--- src/rtl/mccpu_ctrl_pkg.sv ---
// Shared encodings for the multi-cycle controller: select codes, ALU ops,
// FSM states, instruction classes and MIPS opcode/funct values.
package mccpu_ctrl_pkg;

    localparam logic [4:0] LINK_REG = 5'd31;

    localparam logic [3:0] ALU_NOP = 4'd0,  ALU_ADD = 4'd1,  ALU_SUB  = 4'd2,
                           ALU_AND = 4'd3,  ALU_OR  = 4'd4,  ALU_SLT  = 4'd5,
                           ALU_SLTU = 4'd6, ALU_SLL = 4'd7,  ALU_NOR  = 4'd8,
                           ALU_SRL = 4'd9,  ALU_LUI = 4'd10;

    localparam logic [1:0] NPC_ALU = 2'd0, NPC_ALUOUT = 2'd1, NPC_JUMP = 2'd2, NPC_RS = 2'd3;
    localparam logic [1:0] WD_ALUOUT = 2'd0, WD_MDR = 2'd1, WD_PC = 2'd2;
    localparam logic [1:0] GPR_RD = 2'd0, GPR_RT = 2'd1, GPR_LINK = 2'd2;
    localparam logic [1:0] SRCA_PC = 2'd0, SRCA_RS = 2'd1, SRCA_SHAMT = 2'd2;
    localparam logic [1:0] SRCB_RT = 2'd0, SRCB_4 = 2'd1, SRCB_IMM = 2'd2, SRCB_IMM_SL2 = 2'd3;

    localparam logic [5:0] OP_R    = 6'b000000, OP_LW   = 6'b100011, OP_SW   = 6'b101011,
                           OP_BEQ  = 6'b000100, OP_BNE  = 6'b000101, OP_J    = 6'b000010,
                           OP_JAL  = 6'b000011, OP_ADDI = 6'b001000, OP_ADDIU = 6'b001001,
                           OP_ANDI = 6'b001100, OP_ORI  = 6'b001101, OP_SLTI = 6'b001010,
                           OP_LUI  = 6'b001111;

    localparam logic [5:0] FN_ADD = 6'h20, FN_ADDU = 6'h21, FN_SUB = 6'h22, FN_SUBU = 6'h23,
                           FN_AND = 6'h24, FN_OR   = 6'h25, FN_NOR = 6'h27, FN_SLT  = 6'h2a,
                           FN_SLTU = 6'h2b, FN_SLL = 6'h00, FN_SRL = 6'h02, FN_SLLV = 6'h04,
                           FN_SRLV = 6'h06, FN_JR  = 6'h08;

    typedef enum logic [2:0] {
        S_FETCH = 3'd0, S_DCODE = 3'd1, S_EXE = 3'd2, S_MEM = 3'd3, S_WB = 3'd4
    } state_e;

    typedef enum logic [3:0] {
        C_R, C_IALU, C_LW, C_SW, C_BEQ, C_BNE, C_J, C_JAL, C_JR, C_ILL
    } ins_class_e;

endpackage

--- src/rtl/mccpu_ctrl_if.sv ---
// Controller <-> datapath bundle: IR fields and Zero in, control word out.
interface mccpu_ctrl_if;
    logic [5:0] Op;
    logic [5:0] Funct;
    logic       Zero;
    logic       PCWrite, IRWrite, RegWrite, MemWrite, IorD, EXTOp, Illegal;
    logic [1:0] ALUSrcA, ALUSrcB, NPCOp, WDSel, GPRSel;
    logic [3:0] ALUOp;

    modport master (
        input  Op, Funct, Zero,
        output PCWrite, IRWrite, RegWrite, MemWrite, IorD, EXTOp, Illegal,
               ALUSrcA, ALUSrcB, NPCOp, WDSel, GPRSel, ALUOp
    );
    modport slave (
        output Op, Funct, Zero,
        input  PCWrite, IRWrite, RegWrite, MemWrite, IorD, EXTOp, Illegal,
               ALUSrcA, ALUSrcB, NPCOp, WDSel, GPRSel, ALUOp
    );
endinterface

--- src/rtl/mccpu_decode.sv ---
// Combinational Op/Funct lookup: instruction class, EXE-stage ALU op,
// shamt-as-A flag and immediate sign-extend flag.
module mccpu_decode
    import mccpu_ctrl_pkg::*;
(
    input  logic [5:0] op,
    input  logic [5:0] funct,
    output ins_class_e cls,
    output logic [3:0] alu_op,
    output logic       shamt_a,
    output logic       sext
);
    always_comb begin
        cls     = C_ILL;
        alu_op  = ALU_ADD;
        shamt_a = 1'b0;
        sext    = 1'b1;
        case (op)
            OP_R: begin
                cls = C_R;
                case (funct)
                    FN_ADD, FN_ADDU: alu_op = ALU_ADD;
                    FN_SUB, FN_SUBU: alu_op = ALU_SUB;
                    FN_AND:          alu_op = ALU_AND;
                    FN_OR:           alu_op = ALU_OR;
                    FN_NOR:          alu_op = ALU_NOR;
                    FN_SLT:          alu_op = ALU_SLT;
                    FN_SLTU:         alu_op = ALU_SLTU;
                    FN_SLL:  begin alu_op = ALU_SLL; shamt_a = 1'b1; end
                    FN_SRL:  begin alu_op = ALU_SRL; shamt_a = 1'b1; end
                    FN_SLLV:         alu_op = ALU_SLL;
                    FN_SRLV:         alu_op = ALU_SRL;
                    FN_JR:           cls = C_JR;
                    default:         cls = C_ILL;
                endcase
            end
            OP_ADDI, OP_ADDIU: cls = C_IALU;
            OP_SLTI: begin cls = C_IALU; alu_op = ALU_SLT; end
            OP_ANDI: begin cls = C_IALU; alu_op = ALU_AND; sext = 1'b0; end
            OP_ORI:  begin cls = C_IALU; alu_op = ALU_OR;  sext = 1'b0; end
            OP_LUI:  begin cls = C_IALU; alu_op = ALU_LUI; sext = 1'b0; end
            OP_LW:   cls = C_LW;
            OP_SW:   cls = C_SW;
            OP_BEQ:  begin cls = C_BEQ; alu_op = ALU_SUB; end
            OP_BNE:  begin cls = C_BNE; alu_op = ALU_SUB; end
            OP_J:    cls = C_J;
            OP_JAL:  cls = C_JAL;
            default: cls = C_ILL;
        endcase
    end
endmodule

--- src/rtl/mccpu_ctrl.sv ---
// Multi-cycle control FSM (FETCH/DCODE/EXE/MEM/WB) driving the datapath
// control word; outputs are combinational from state, IR fields and Zero.
module mccpu_ctrl
    import mccpu_ctrl_pkg::*;
(
    input  logic         clk,
    input  logic         rstn,
    mccpu_ctrl_if.master bus
);
    state_e     state, state_nxt;
    ins_class_e cls;
    logic [3:0] dec_alu;
    logic       dec_shamt, dec_sext;

    mccpu_decode u_dec (
        .op      (bus.Op),
        .funct   (bus.Funct),
        .cls     (cls),
        .alu_op  (dec_alu),
        .shamt_a (dec_shamt),
        .sext    (dec_sext)
    );

    always_ff @(posedge clk or negedge rstn) begin
        if (!rstn) state <= S_FETCH;
        else       state <= state_nxt;
    end

    always_comb begin
        state_nxt    = S_FETCH;
        bus.PCWrite  = 1'b0;
        bus.IRWrite  = 1'b0;
        bus.RegWrite = 1'b0;
        bus.MemWrite = 1'b0;
        bus.IorD     = 1'b0;
        bus.EXTOp    = 1'b0;
        bus.Illegal  = 1'b0;
        bus.ALUSrcA  = SRCA_PC;
        bus.ALUSrcB  = SRCB_RT;
        bus.NPCOp    = NPC_ALU;
        bus.WDSel    = WD_ALUOUT;
        bus.GPRSel   = GPR_RD;
        bus.ALUOp    = ALU_NOP;
        // Reset held low: state already reads FETCH, so gate everything to idle.
        if (rstn) begin
            case (state)
                S_FETCH: begin
                    bus.IRWrite = 1'b1;
                    bus.PCWrite = 1'b1;
                    bus.ALUSrcB = SRCB_4;
                    bus.ALUOp   = ALU_ADD;
                    state_nxt   = S_DCODE;
                end
                S_DCODE: begin
                    // Branch target precomputed into ALUOut for EXE.
                    bus.ALUSrcB = SRCB_IMM_SL2;
                    bus.EXTOp   = 1'b1;
                    bus.ALUOp   = ALU_ADD;
                    case (cls)
                        C_J:   begin bus.PCWrite = 1'b1; bus.NPCOp = NPC_JUMP; end
                        C_JAL: begin
                            bus.PCWrite  = 1'b1;
                            bus.NPCOp    = NPC_JUMP;
                            bus.RegWrite = 1'b1;
                            bus.GPRSel   = GPR_LINK;
                            bus.WDSel    = WD_PC;
                        end
                        C_JR:  begin bus.PCWrite = 1'b1; bus.NPCOp = NPC_RS; end
                        C_ILL: bus.Illegal = 1'b1;
                        default: state_nxt = S_EXE;
                    endcase
                end
                S_EXE: begin
                    case (cls)
                        C_R: begin
                            bus.ALUSrcA = dec_shamt ? SRCA_SHAMT : SRCA_RS;
                            bus.ALUOp   = dec_alu;
                            state_nxt   = S_WB;
                        end
                        C_IALU: begin
                            bus.ALUSrcA = SRCA_RS;
                            bus.ALUSrcB = SRCB_IMM;
                            bus.EXTOp   = dec_sext;
                            bus.ALUOp   = dec_alu;
                            state_nxt   = S_WB;
                        end
                        C_LW, C_SW: begin
                            bus.ALUSrcA = SRCA_RS;
                            bus.ALUSrcB = SRCB_IMM;
                            bus.EXTOp   = 1'b1;
                            bus.ALUOp   = ALU_ADD;
                            state_nxt   = S_MEM;
                        end
                        C_BEQ, C_BNE: begin
                            bus.ALUSrcA = SRCA_RS;
                            bus.ALUOp   = ALU_SUB;
                            bus.NPCOp   = NPC_ALUOUT;
                            bus.PCWrite = (cls == C_BEQ) ? bus.Zero : ~bus.Zero;
                        end
                        default: ;
                    endcase
                end
                S_MEM: begin
                    bus.IorD = 1'b1;
                    if (cls == C_SW) bus.MemWrite = 1'b1;
                    if (cls == C_LW) state_nxt = S_WB;
                end
                S_WB: begin
                    case (cls)
                        C_LW:   begin bus.RegWrite = 1'b1; bus.WDSel = WD_MDR; bus.GPRSel = GPR_RT; end
                        C_IALU: begin bus.RegWrite = 1'b1; bus.GPRSel = GPR_RT; end
                        C_R:    bus.RegWrite = 1'b1;
                        default: ;
                    endcase
                end
                default: ;
            endcase
        end
    end
endmodule

--- src/flat_wrapper.sv ---
// flat-port wrapper written by rule: the top's interface ports become plain ports
module mccpu_ctrl_flat import mccpu_ctrl_pkg::*;
  (clk, rstn, bus_Op, bus_Funct, bus_Zero, bus_PCWrite, bus_IRWrite, bus_RegWrite, bus_MemWrite, bus_IorD, bus_EXTOp, bus_Illegal, bus_ALUSrcA, bus_ALUSrcB, bus_NPCOp, bus_WDSel, bus_GPRSel, bus_ALUOp);
  mccpu_ctrl_if bus_i ();
  input  logic clk;
  input  logic rstn;
  input wire logic [$bits(bus_i.Op)-1:0] bus_Op;
  input wire logic [$bits(bus_i.Funct)-1:0] bus_Funct;
  input wire logic [$bits(bus_i.Zero)-1:0] bus_Zero;
  output wire logic [$bits(bus_i.PCWrite)-1:0] bus_PCWrite;
  output wire logic [$bits(bus_i.IRWrite)-1:0] bus_IRWrite;
  output wire logic [$bits(bus_i.RegWrite)-1:0] bus_RegWrite;
  output wire logic [$bits(bus_i.MemWrite)-1:0] bus_MemWrite;
  output wire logic [$bits(bus_i.IorD)-1:0] bus_IorD;
  output wire logic [$bits(bus_i.EXTOp)-1:0] bus_EXTOp;
  output wire logic [$bits(bus_i.Illegal)-1:0] bus_Illegal;
  output wire logic [$bits(bus_i.ALUSrcA)-1:0] bus_ALUSrcA;
  output wire logic [$bits(bus_i.ALUSrcB)-1:0] bus_ALUSrcB;
  output wire logic [$bits(bus_i.NPCOp)-1:0] bus_NPCOp;
  output wire logic [$bits(bus_i.WDSel)-1:0] bus_WDSel;
  output wire logic [$bits(bus_i.GPRSel)-1:0] bus_GPRSel;
  output wire logic [$bits(bus_i.ALUOp)-1:0] bus_ALUOp;
  assign bus_i.Op = bus_Op;
  assign bus_i.Funct = bus_Funct;
  assign bus_i.Zero = bus_Zero;
  assign bus_PCWrite = bus_i.PCWrite;
  assign bus_IRWrite = bus_i.IRWrite;
  assign bus_RegWrite = bus_i.RegWrite;
  assign bus_MemWrite = bus_i.MemWrite;
  assign bus_IorD = bus_i.IorD;
  assign bus_EXTOp = bus_i.EXTOp;
  assign bus_Illegal = bus_i.Illegal;
  assign bus_ALUSrcA = bus_i.ALUSrcA;
  assign bus_ALUSrcB = bus_i.ALUSrcB;
  assign bus_NPCOp = bus_i.NPCOp;
  assign bus_WDSel = bus_i.WDSel;
  assign bus_GPRSel = bus_i.GPRSel;
  assign bus_ALUOp = bus_i.ALUOp;
  mccpu_ctrl u_core (.clk(clk), .rstn(rstn), .bus(bus_i));
endmodule
--- config.mk ---
export PLATFORM = sky130hd
export DESIGN_NAME = mccpu_ctrl_flat
export DESIGN_NICKNAME = d
export VERILOG_FILES = /design/src/rtl/mccpu_ctrl_pkg.sv /design/src/rtl/mccpu_ctrl_if.sv /design/src/rtl/mccpu_decode.sv /design/src/rtl/mccpu_ctrl.sv /design/src/flat_wrapper.sv
export SDC_FILE = /design/constraint.sdc
export NUM_CORES = 1
export LEC_CHECK = 0
export BUFFER_PORTS_ARGS = -buffer_cell sky130_fd_sc_hd__buf_2
export CAP_MARGIN = 20
export CORE_ASPECT_RATIO = 0.7
export CORE_MARGIN = 5
export CORE_UTILIZATION = 45
export DETAILED_ROUTE_END_ITERATION = 12
export PLACE_DENSITY = 0.73
export SLEW_MARGIN = 25
export SYNTH_ARGS = -nofsm -noshare
export SYNTH_HDL_FRONTEND = slang
export SYNTH_SLANG_ARGS = --single-unit
export TNS_END_PERCENT = 50
--- constraint.sdc ---
create_clock -name clk -period 3.15 [get_ports clk]
set_input_delay 0.4725 -clock clk [delete_from_list [all_inputs] [get_ports clk]]
set_output_delay 0.4725 -clock clk [all_outputs]
set_load 0.01 [all_outputs]
==> metrics.txt <==
leading register cell type out of synthesis dfrtp_1; Via-to-Cell Ratio 6.14; area delta synth->final 20.7%; die area 3060 um^2; clk sinks 3; synth unique cells 50; ANT nets after route 0; die height 47.8 um; Mapped Cells 136; first-pass GRT wire length 4690 um; detailed placer's ending HPWL 2310 um; Setup CP Type in2out; WL final 2900 um; worst path arrival time 2350 ps; Worst Reg-to-Reg Cells 4; # rows 13; most frequent CP cell buf_2; Register Area 75.1 um^2; GPL Wtd Cong 0.930; final setup fails 0; Initial Util 48.3%; max_cap viols 0; clock input transition at the sequential cells of the worst setup and hold paths 40 ps; worst reg-to-reg setup slack 1310 ps; H-tree depth 1; power per standard cell area 189 nW/um^2; grt total ovfl 0; Reg-to-Reg End u_core.state[0]; router iterations before antenna repair 4; sequential cell area fraction in the yosys report 8.16%; max reg flops 3; CTS root buf clkbuf_4; Synth Register Bits 3; vias in the first global route 1034; fmax 0.354 GHz; TritonCTS clock tree built; most frequent cells in the layout 35 x buf_2, 17 x nor2_1, 13 x nand2_1, 8 x o21ai_0, 7 x a21oi_1; antenna diode count 0; via count 1166; Setup WS post-layout 323 ps; postcts setup bufs 0; critical path data required time 2680 ps; worst path cell trace buf_2 -> or3_4 -> a31o_4 -> and2_4 -> or4_4 -> o21ai_2 -> buf_2; Multi-input gate area 783 um^2; Worst Path Max Fanout 11; ys async rst share 100%; worst setup path startpoint bus_Funct[3]; 1st-iter DRT viols 118; Tightest Pin Transition 697 ps; Slew headroom 53.0%; Clock Skews 0.0746 ps; Largest Register u_core.state; Gates resized, CTS repair 0; layout cells sized above 1 35.1%; LEAKAGE 0.479 nW; nets 184; final period utilization 89.8%; syn_area_per_cell 6.76 um^2; number of CTS-inserted buffers 3; CP Depth 7; most common cell after layout, fill and taps aside buf_2; worst setup path endpoint bus_ALUSrcA[0]; status complete, no violations; setup tns final 0 ps; Synth warnings 0; type of origin of the critical path primary input; Clock Latency Late Sink 230 ps; filler instances 189; max-slew violations 0; worst hold path class in2async; largest net degree at the start of global routing 17; Placeable Area 1900 um^2; initial antenna violation count 0; Top Family by Delay on Critical Path simple AND/OR/NAND/NOR gates; RSZ-0062 raised after global routing false; Min Clock Period, post-route 2830 ps; Place WS 326 ps; syn_nets 151; Total Routing Usage GR 19.2%; slowest CP cell or4_4; peak supply drop 0.234 mV; Regs by FF count u_core.state x3; EDFF count, synth 0; max incr delay on CP 620 ps; Mapped Area 920 um^2; io pins 36; CTS max path bufs 2; worst r2r src u_core.state[2]; Setup crit end kind output port; die outline width 64.0 um; worst path bufs/invs 2; drt drc 0; PortBufs 35; Final Hold Fails 0; hold_buf cts 0; Avg WL per Cell 15.3 um
## kinds of logic (layout without fill, tap and decap cells)
kind of cell           after synthesis  count (layout)  synth area share, %
AND/OR/NAND/NOR                     76              76                 48.4
XOR/XNOR                             2               2                 1.91
flip-flops                           3               3                 8.16
buffers and inverters               12              44                 6.66
multiplexers                         1               1                 1.09
AO/OA/AOI/OAI                       42              42                 33.7
## how the worst min path moves through the flow
stage	slack (ps)	startpoint	cells past startpoint	to
6_report	40	rstn	1	u_core.state[1]
5_1_grt	30	rstn	1	u_core.state[1]
4_1_cts	40	rstn	1	u_core.state[2]
3_5_place_dp	290	rstn	1	u_core.state[2]
3_3_place_gp	280	rstn	1	u_core.state[1]
2_1_floorplan	180	rstn	0	u_core.state[0]
## area by class of cell
type                       instances  share of cell area [%]
timing repair buffer              36                    16.5
inverter                           4                    1.35
clock buffer                       4                    2.37
sequential                         3                    6.76
tap                               22                    2.48
multi-input combinational        121                    70.6
## metal layers
layer  wire length (um)  track usage [%]  share of wire, %
met1               1400             28.2                48
met2               1300             30.9                45
met3                194             2.11               6.7
met4                  0             3.73                 0
met5                  0                0                 0
## power by group
part           leakage, nW  total [mW]  switching (mW)  internal [mW]
sequential          0.0403      0.0424         0.00233         0.0401
clock               0.0150      0.0678          0.0203         0.0475
combinational        0.423      0.0997          0.0608         0.0389
## synthesized netlist by cell type (2+ instances only)
cell type	count	area, um^2
nor3b_1	2	15.0
dfrtp_1	3	75.1
nand4b_1	3	26.3
nand2_1	13	48.8
o21ai_0	8	40.0
nor2_1	17	63.8
o21ai_2	4	35.0
and4b_1	2	20.0
nor4_1	3	18.8
nor2b_1	2	12.5
clkbuf_1	4	15.0
a21oi_1	7	35.0
inv_1	4	15.0
nand2b_1	5	31.3
or2_2	2	12.5
xnor2_1	2	17.5
nor3_1	4	20.0
nand4_1	3	18.8
or3b_2	2	17.5
a211o_1	2	17.5
nand3_1	5	25.0
buf_4	2	15.0
nor2b_2	2	17.5
a31oi_1	5	31.3
o22ai_1	5	31.3
## metrics by stage
step           total power, mW  hold slack, ps  util [%]  cells  instance area, um^2
2_1_floorplan            0.107             177         -    136                  920
3_3_place_gp             0.139             283      56.9    186                 1080
3_5_place_dp             0.141             285      56.9    186                 1080
4_1_cts                  0.211            39.3      58.3    190                 1110
5_1_grt                  0.229            33.2      58.3    190                 1110
6_report                 0.210            44.6      58.3    190                 1110
No activity file was read; power rests on OpenSTA's default activity.
